[src/rtl/sd_spi_pkg.sv]
// Shared definitions for the SD SPI command path: sequencer state encoding,
// fill and CRC byte constants, and the CRC lookup used when framing commands.
package sd_spi_pkg;

  typedef enum logic [2:0] {
    StPwrup,
    StIdle,
    StCmd,
    StPoll,
    StTrail
  } state_e;

  localparam logic [7:0]  FILL_BYTE       = 8'hFF;
  localparam logic [7:0]  CRC_CMD0        = 8'h95;
  localparam logic [7:0]  CRC_CMD8        = 8'h87;
  localparam logic [7:0]  CRC_DEFAULT     = 8'h01;
  localparam int unsigned CMD_FRAME_BYTES = 6;

  // Only CMD0 and CMD8 are CRC-checked by a card in SPI mode; every other
  // command gets a dummy CRC with the end bit set.
  function automatic logic [7:0] crc_byte(input logic [5:0] index);
    logic [7:0] crc;
    case (index)
      6'd0:    crc = CRC_CMD0;
      6'd8:    crc = CRC_CMD8;
      default: crc = CRC_DEFAULT;
    endcase
    return crc;
  endfunction

endpackage

[src/rtl/sd_spi_cmd_sequencer_if.sv]
// Command/response bus between a requester and the SD SPI command sequencer.
//   cmd_valid/cmd_ready : command handshake, cmd_index/cmd_arg sampled at accept
//   resp_valid          : one-cycle pulse, resp_r1/resp_timeout held until next pulse
// Modports: master = requester, slave = sequencer.
interface sd_spi_cmd_sequencer_if;
  logic        cmd_valid;
  logic        cmd_ready;
  logic [5:0]  cmd_index;
  logic [31:0] cmd_arg;
  logic        resp_valid;
  logic [7:0]  resp_r1;
  logic        resp_timeout;

  modport master (
    output cmd_valid,
    output cmd_index,
    output cmd_arg,
    input  cmd_ready,
    input  resp_valid,
    input  resp_r1,
    input  resp_timeout
  );

  modport slave (
    input  cmd_valid,
    input  cmd_index,
    input  cmd_arg,
    output cmd_ready,
    output resp_valid,
    output resp_r1,
    output resp_timeout
  );
endinterface

[src/rtl/sd_cmd_framer.sv]
// Combinational selector for byte k (0..5) of an SD command frame.
//   byte_sel_i   : frame byte number
//   cmd_index_i  : SD command number
//   cmd_arg_i    : 32-bit argument, MSB byte first on the wire
//   frame_byte_o : selected byte ({01,index}, arg bytes, CRC)
module sd_cmd_framer
  import sd_spi_pkg::*;
(
  input  logic [2:0]  byte_sel_i,
  input  logic [5:0]  cmd_index_i,
  input  logic [31:0] cmd_arg_i,
  output logic [7:0]  frame_byte_o
);

  always_comb begin
    frame_byte_o = FILL_BYTE;
    case (byte_sel_i)
      3'd0:    frame_byte_o = {2'b01, cmd_index_i};
      3'd1:    frame_byte_o = cmd_arg_i[31:24];
      3'd2:    frame_byte_o = cmd_arg_i[23:16];
      3'd3:    frame_byte_o = cmd_arg_i[15:8];
      3'd4:    frame_byte_o = cmd_arg_i[7:0];
      3'd5:    frame_byte_o = crc_byte(cmd_index_i);
      default: frame_byte_o = FILL_BYTE;
    endcase
  end

endmodule

[src/rtl/sd_spi_cmd_sequencer.sv]
// SD card command sequencer above a byte-level SPI transceiver. Runs power-up
// clocking, then frames one command at a time, polls for R1 and returns it.
//   clk, reset   : clock, asynchronous active-high reset
//   cmd_bus      : command/response bus (slave side)
//   powerup_done : sticky once power-up clocking has finished
//   cs_n         : SD chip select, active low, only changes while byte_req=0
//   byte_req/byte_tx/byte_ack/byte_rx : one-byte request/acknowledge exchange
module sd_spi_cmd_sequencer
  import sd_spi_pkg::*;
#(
  parameter int unsigned INIT_BYTES   = 10,
  parameter int unsigned RESP_TIMEOUT = 8,
  parameter int unsigned CNT_W        = 4
) (
  input  logic                   clk,
  input  logic                   reset,
  sd_spi_cmd_sequencer_if.slave  cmd_bus,
  output logic                   powerup_done,
  output logic                   cs_n,
  output logic                   byte_req,
  output logic [7:0]             byte_tx,
  input  logic                   byte_ack,
  input  logic [7:0]             byte_rx
);

  localparam logic [CNT_W-1:0] InitLast    = CNT_W'(INIT_BYTES - 1);
  localparam logic [CNT_W-1:0] TimeoutLast = CNT_W'(RESP_TIMEOUT - 1);
  localparam logic [CNT_W-1:0] FrameLast   = CNT_W'(CMD_FRAME_BYTES - 1);

  state_e            state_q, state_d;
  logic [CNT_W-1:0]  cnt_q, cnt_d;
  logic              req_q, req_d;
  logic [5:0]        index_q, index_d;
  logic [31:0]       arg_q, arg_d;
  logic [7:0]        r1_q, r1_d;
  logic              timeout_q, timeout_d;
  logic              resp_valid_q, resp_valid_d;
  logic              powerup_done_q, powerup_done_d;
  logic              cs_n_q, cs_n_d;
  logic              ack;
  logic [7:0]        frame_byte;

  // Acks arriving while no byte is requested are dropped here.
  assign ack = req_q & byte_ack;

  sd_cmd_framer u_framer (
    .byte_sel_i   (cnt_q[2:0]),
    .cmd_index_i  (index_q),
    .cmd_arg_i    (arg_q),
    .frame_byte_o (frame_byte)
  );

  // State register
  always_ff @(posedge clk or posedge reset) begin
    if (reset) begin
      state_q        <= StPwrup;
      cnt_q          <= '0;
      req_q          <= 1'b0;
      index_q        <= '0;
      arg_q          <= '0;
      r1_q           <= FILL_BYTE;
      timeout_q      <= 1'b0;
      resp_valid_q   <= 1'b0;
      powerup_done_q <= 1'b0;
      cs_n_q         <= 1'b1;
    end else begin
      state_q        <= state_d;
      cnt_q          <= cnt_d;
      req_q          <= req_d;
      index_q        <= index_d;
      arg_q          <= arg_d;
      r1_q           <= r1_d;
      timeout_q      <= timeout_d;
      resp_valid_q   <= resp_valid_d;
      powerup_done_q <= powerup_done_d;
      cs_n_q         <= cs_n_d;
    end
  end

  // Next-state logic
  always_comb begin
    state_d        = state_q;
    index_d        = index_q;
    arg_d          = arg_q;
    r1_d           = r1_q;
    timeout_d      = timeout_q;
    resp_valid_d   = 1'b0;
    powerup_done_d = powerup_done_q;

    case (state_q)
      StPwrup: begin
        if (ack && cnt_q == InitLast) begin
          state_d        = StIdle;
          powerup_done_d = 1'b1;
        end
      end
      StIdle: begin
        if (cmd_bus.cmd_valid) begin
          state_d = StCmd;
          index_d = cmd_bus.cmd_index;
          arg_d   = cmd_bus.cmd_arg;
        end
      end
      StCmd: begin
        if (ack && cnt_q == FrameLast) state_d = StPoll;
      end
      StPoll: begin
        if (ack) begin
          if (!byte_rx[7]) begin
            state_d   = StTrail;
            r1_d      = byte_rx;
            timeout_d = 1'b0;
          end else if (cnt_q == TimeoutLast) begin
            state_d   = StTrail;
            r1_d      = FILL_BYTE;
            timeout_d = 1'b1;
          end
        end
      end
      StTrail: begin
        if (ack) begin
          state_d      = StIdle;
          resp_valid_d = 1'b1;
        end
      end
      default: state_d = StPwrup;
    endcase

    if (state_d != state_q) begin
      cnt_d = '0;
    end else if (ack) begin
      cnt_d = cnt_q + 1'b1;
    end else begin
      cnt_d = cnt_q;
    end

    // A new request starts only in a cycle that neither acks nor changes
    // state, so req drops for at least one cycle between bytes and cs_n
    // settles before the first byte of a state goes out.
    if (ack) begin
      req_d = 1'b0;
    end else begin
      req_d = req_q | ((state_q != StIdle) && (state_d == state_q));
    end

    cs_n_d = !((state_d == StCmd) || (state_d == StPoll) || (state_d == StTrail));
  end

  // Outputs
  always_comb begin
    cmd_bus.cmd_ready = (state_q == StIdle);
    byte_tx           = (state_q == StCmd) ? frame_byte : FILL_BYTE;
  end

  assign cmd_bus.resp_valid   = resp_valid_q;
  assign cmd_bus.resp_r1      = r1_q;
  assign cmd_bus.resp_timeout = timeout_q;
  assign powerup_done         = powerup_done_q;
  assign cs_n                 = cs_n_q;
  assign byte_req             = req_q;

endmodule

[src/flat_wrapper.sv]
// flat-port wrapper written by rule: the top's interface ports become plain ports
module sd_spi_cmd_sequencer_flat import sd_spi_pkg::*;
#(
  parameter int unsigned INIT_BYTES   = 10,
  parameter int unsigned RESP_TIMEOUT = 8,
  parameter int unsigned CNT_W        = 4
)
  (clk, reset, powerup_done, cs_n, byte_req, byte_tx, byte_ack, byte_rx, cmd_bus_cmd_valid, cmd_bus_cmd_index, cmd_bus_cmd_arg, cmd_bus_cmd_ready, cmd_bus_resp_valid, cmd_bus_resp_r1, cmd_bus_resp_timeout);
  sd_spi_cmd_sequencer_if cmd_bus_i ();
  input  logic clk;
  input  logic reset;
  output logic powerup_done;
  output logic cs_n;
  output logic byte_req;
  output logic [7:0] byte_tx;
  input  logic byte_ack;
  input  logic [7:0] byte_rx;
  input wire logic [$bits(cmd_bus_i.cmd_valid)-1:0] cmd_bus_cmd_valid;
  input wire logic [$bits(cmd_bus_i.cmd_index)-1:0] cmd_bus_cmd_index;
  input wire logic [$bits(cmd_bus_i.cmd_arg)-1:0] cmd_bus_cmd_arg;
  output wire logic [$bits(cmd_bus_i.cmd_ready)-1:0] cmd_bus_cmd_ready;
  output wire logic [$bits(cmd_bus_i.resp_valid)-1:0] cmd_bus_resp_valid;
  output wire logic [$bits(cmd_bus_i.resp_r1)-1:0] cmd_bus_resp_r1;
  output wire logic [$bits(cmd_bus_i.resp_timeout)-1:0] cmd_bus_resp_timeout;
  assign cmd_bus_i.cmd_valid = cmd_bus_cmd_valid;
  assign cmd_bus_i.cmd_index = cmd_bus_cmd_index;
  assign cmd_bus_i.cmd_arg = cmd_bus_cmd_arg;
  assign cmd_bus_cmd_ready = cmd_bus_i.cmd_ready;
  assign cmd_bus_resp_valid = cmd_bus_i.resp_valid;
  assign cmd_bus_resp_r1 = cmd_bus_i.resp_r1;
  assign cmd_bus_resp_timeout = cmd_bus_i.resp_timeout;
  sd_spi_cmd_sequencer #(.INIT_BYTES(INIT_BYTES), .RESP_TIMEOUT(RESP_TIMEOUT), .CNT_W(CNT_W)) u_core (.clk(clk), .reset(reset), .cmd_bus(cmd_bus_i), .powerup_done(powerup_done), .cs_n(cs_n), .byte_req(byte_req), .byte_tx(byte_tx), .byte_ack(byte_ack), .byte_rx(byte_rx));
endmodule
[config.mk]
export PLATFORM = sky130hd
export DESIGN_NAME = sd_spi_cmd_sequencer_flat
export DESIGN_NICKNAME = d
export VERILOG_FILES = /design/src/rtl/sd_spi_pkg.sv /design/src/rtl/sd_spi_cmd_sequencer_if.sv /design/src/rtl/sd_cmd_framer.sv /design/src/rtl/sd_spi_cmd_sequencer.sv /design/src/flat_wrapper.sv
export SDC_FILE = /design/constraint.sdc
export NUM_CORES = 1
export LEC_CHECK = 0
export CAP_MARGIN = 30
export CORE_MARGIN = 2
export CORE_UTILIZATION = 35
export DETAILED_ROUTE_END_ITERATION = 12
export PLACE_DENSITY_LB_ADDON = 0.3
export SYNTH_ARGS = -nofsm -noshare
export SYNTH_HDL_FRONTEND = slang
export SYNTH_SLANG_ARGS = --single-unit
[constraint.sdc]
create_clock -name clk -period 1.81 [get_ports clk]
set_clock_uncertainty 0.15 [all_clocks]
set_input_delay 0.181 -clock clk [delete_from_list [all_inputs] [get_ports clk]]
set_output_delay 0.181 -clock clk [all_outputs]
set_load 0.01 [all_outputs]
==> reports/metrics.yaml <==
finish:
  drive_gt1_share_pct: 42.53
  syn2layout_area_growth_pct: 54.78
  stdcell_count: 450
  n_antenna_cell: 0
  final_util_pct: 55.38
  finalNetCount: 398
power_and_ir_drop:
  switching_share_pct: 33.76
  ir_drop_mv: 0.5693
  p_per_area_nw_per_um2: 1504
  power_frac_comb_pct: 43.6
  p_int_w: 0.004220
  p_clk_share_pct: 19.3
  p_leak_nw: 1.802
  seqPwrFrac_pct: 37.1
  switching_power_w: 0.002151
cts:
  path_clk_slew_ns: 0.07
  clock-root-buffer: "clkbuf_8"
  cts.path.max_buffers: 2
  numCtsBuffers: 9
  cts_htree_levels: 3
  clk_latency_ns: 0.35
  cts_tree: "built"
  cts_sinks: 58
sta:
  fmax_mhz: 435.1
  rsz0062_at_grt: "true"
  min_period_over_period_pct: 127.0
  tightest_slew_ns: 0.4122
  relSlewSlack_pct: 72.52
  setup_ws_ns: -0.4885
  setup_violations: 17
  finalHoldViolCount: 0
  holdWs_ns: 0.2274
  slew_violations: 0
  finalSetupTns_ns: -3.261
  fin_crit_ns: 2.299
floorplanning:
  die_w_um: 92.42
  dieHeight_um: 92.42
  num_io_pins: 72
  initial_core_util_pct: 35.78
  die_area_um2: 8541
  rows: 32
  core_area_um2: 7647
global_routing:
  grtUsageTotal_pct: 16.09
  grt_overflow: 0
  grt_first_pass_wirelength_mm: 10.68
  grt_pass1_vias: 2179
  grt_start_max_net_pins: 47
  antenna_found_initial: 0
placed_design:
  dpl.cell_count: 425
  dp_hpwl_mm: 4.762
  pre_cts_ws_ns: -0.4967
  io_buffers: 71
  place.gp.congestion: 0.7797
detailed_routing:
  ant_nets: 0
  drc_errors: 0
  dr.pass1.iters: 8
  wl_mm: 6.978
  wl_per_cell_um: 15.51
  vias: 2265
  drt-initial-drc-count: 116
  vias_per_cell: 5.033
setup_path:
  rr_startpoint: "u_core.cnt_q[1]$_DFFE_PP0P_"
  required_ns: 1.48
  crit_path_start_kind: "flop"
  r2r-end: "u_core.cmd_bus.resp_timeout$_DFFE_PP0P_"
  crit_type: "reg -> out"
  endpoint: "byte_tx[0]"
  worstSetupEndpointType: "primary output"
  crit_arrival_ns: 1.97
  crit_path_start: "u_core.cnt_q[0]$_DFFE_PP0P_"
  r2r_slack_ns: -0.07
  r2r_cells: 6
  worst-path-max-fanout: 4
synthesis:
  synth_edf_count: 0
  yosys_warnings: 0
  ys_types: 47
  syn-instance-count: 230
  ys.flop_type: "dfrtp_1"
  synth_nets: 285
  syn_avg_cell_area_um2: 11.90
  synth_seq_cells: 58
  ys_async_sr_fraction_pct: 100.0
  synth_seq_area_share_pct: 53.45
  synth_area_um2: 2736
hold_path:
  min_path_type: "in -> reg"
flow_run:
  drv_cap: 0
run_status:
  status: "complete, but fails checks"
  violations: "setup timing"
[layout make-up]
cell class	count	area (um2)
Fill cell	661	3412
Sequential cell	58	1465
Multi-Input combinational cell	152	1313
Timing Repair Buffer	116	1102
Clock buffer	12	155.1
Tap cell	102	127.6
Clock inverter	4	50.05
Inverter	6	22.52
[registers in the layout, indices dropped and copies added (netlist names), 3 cells and up]
signal and count:
u_core.state_q 3, u_core.cnt_q 4, u_core.cmd_bus.resp_r1 8, u_core.arg_q 32
u_core.index_q 6
[synth_stat cells, drive strengths merged, types with 2 or more instances]
master | instances | share of area [%]
nand2 | 14 | 1.9
and2 | 2 | 0.46
o211ai | 3 | 0.82
nand3 | 4 | 0.73
a221oi | 4 | 1.3
dfrtp | 49 | 45
ha | 5 | 2.3
a222oi | 5 | 1.8
a22oi | 2 | 0.55
nor2 | 26 | 3.7
buf | 8 | 2.1
dfstp | 9 | 8.6
mux2 | 40 | 16
inv | 6 | 0.82
nand2b | 4 | 1.2
nor3 | 2 | 0.55
clkbuf | 6 | 0.82
o221ai | 2 | 0.64
a21oi | 18 | 3.7
[per-layer routing]
metal / vias up / routed length, um / track usage, % / share of wire, %
li1: 1057 / - / - / -
met4: 0 / 110 / 7.338 / 1.6
met2: 61 / 3257 / 23.11 / 47
met3: 11 / 349 / 4.475 / 5.0
met5: - / 0 / 0 / 0
met1: 1136 / 3261 / 22.56 / 47
[metrics by stage]
stage,instance area (um2),power [W]
6_report,4235,0.006371
5_1_grt,4235,0.006765
4_1_cts,4110,0.006214
3_5_place_dp,3809,0.004836
3_3_place_gp,3809,0.004781
2_1_floorplan,2745,0.003588
[layout by cell type (no fill, tap or decap), drive strengths merged, types with 2 or more instances in the layout]
cell	instances
a21oi	18
a221oi	4
a222oi	5
a22oi	2
and2	2
buf	50
clkbuf	15
clkdlybuf4s50	62
clkinvlp	2
dfrtp	49
dfstp	9
ha	5
inv	6
mux2	40
nand2	14
nand2b	4
nand3	4
nor2	26
nor3	2
o211ai	3
o221ai	2
[power groups by stage]
stage	Combinational, W	Clock (W)	Sequential [W]
4_1_cts	0.00261	0.00127	0.00233
2_1_floorplan	0.00136	0	0.00222
3_5_place_dp	0.00252	0	0.00231
6_report	0.00278	0.00123	0.00236
5_1_grt	0.00301	0.00133	0.00242
3_3_place_gp	0.00248	0	0.00230
[worst min path at each step]
stage                          start                                 endpoint  slack (ns)  depth (start not counted)
after CTS                 byte_rx[5]    u_core.cmd_bus.resp_r1[5]$_DFFE_PP1P_        0.22                          3
after global routing      byte_rx[3]    u_core.cmd_bus.resp_r1[3]$_DFFE_PP1P_        0.24                          3
after detailed placement       reset  u_core.cmd_bus.resp_timeout$_DFFE_PP0P_        0.31                          2
after global placement         reset  u_core.cmd_bus.resp_timeout$_DFFE_PP0P_        0.32                          2
after floorplan           byte_rx[3]    u_core.cmd_bus.resp_r1[3]$_DFFE_PP1P_        0.17                          2
final                     byte_rx[5]    u_core.cmd_bus.resp_r1[5]$_DFFE_PP1P_        0.23                          3
[worst max-delay path: stages, from the launching register on]
cell and delay, ns:
dfrtp_2 0.45, ha_4 0.19, a222oi_1 0.41, nand2_1 0.10, a221o_1 0.32, buf_2 0.15
[timing repair]
| action | 4_1_cts | 5_1_grt |
|---|---|---|
| buffers inserted | 2 | 3 |
| hold endpoints to repair | 3 | 0 |
| gates resized for setup | 56 | 12 |
| gates cloned | 1 | 2 |
| setup endpoints to repair | 17 | 52 |
| pin swaps | 16 | 11 |
| hold buffers | 1 | 0 |
[kinds of logic after synthesis]
group / after synthesis / synth area share, %
DFF: 58 / 53.45
muxes: 41 / 16.83
xor gates and xnor gates: 2 / 0.6403
adders and majority gates: 5 / 2.286
buffers and inverters: 20 / 3.703
and+or+nand+nor: 59 / 10.47
AOI/OAI and AO/OA: 45 / 12.62
Power figures use the tool's default switching activity.
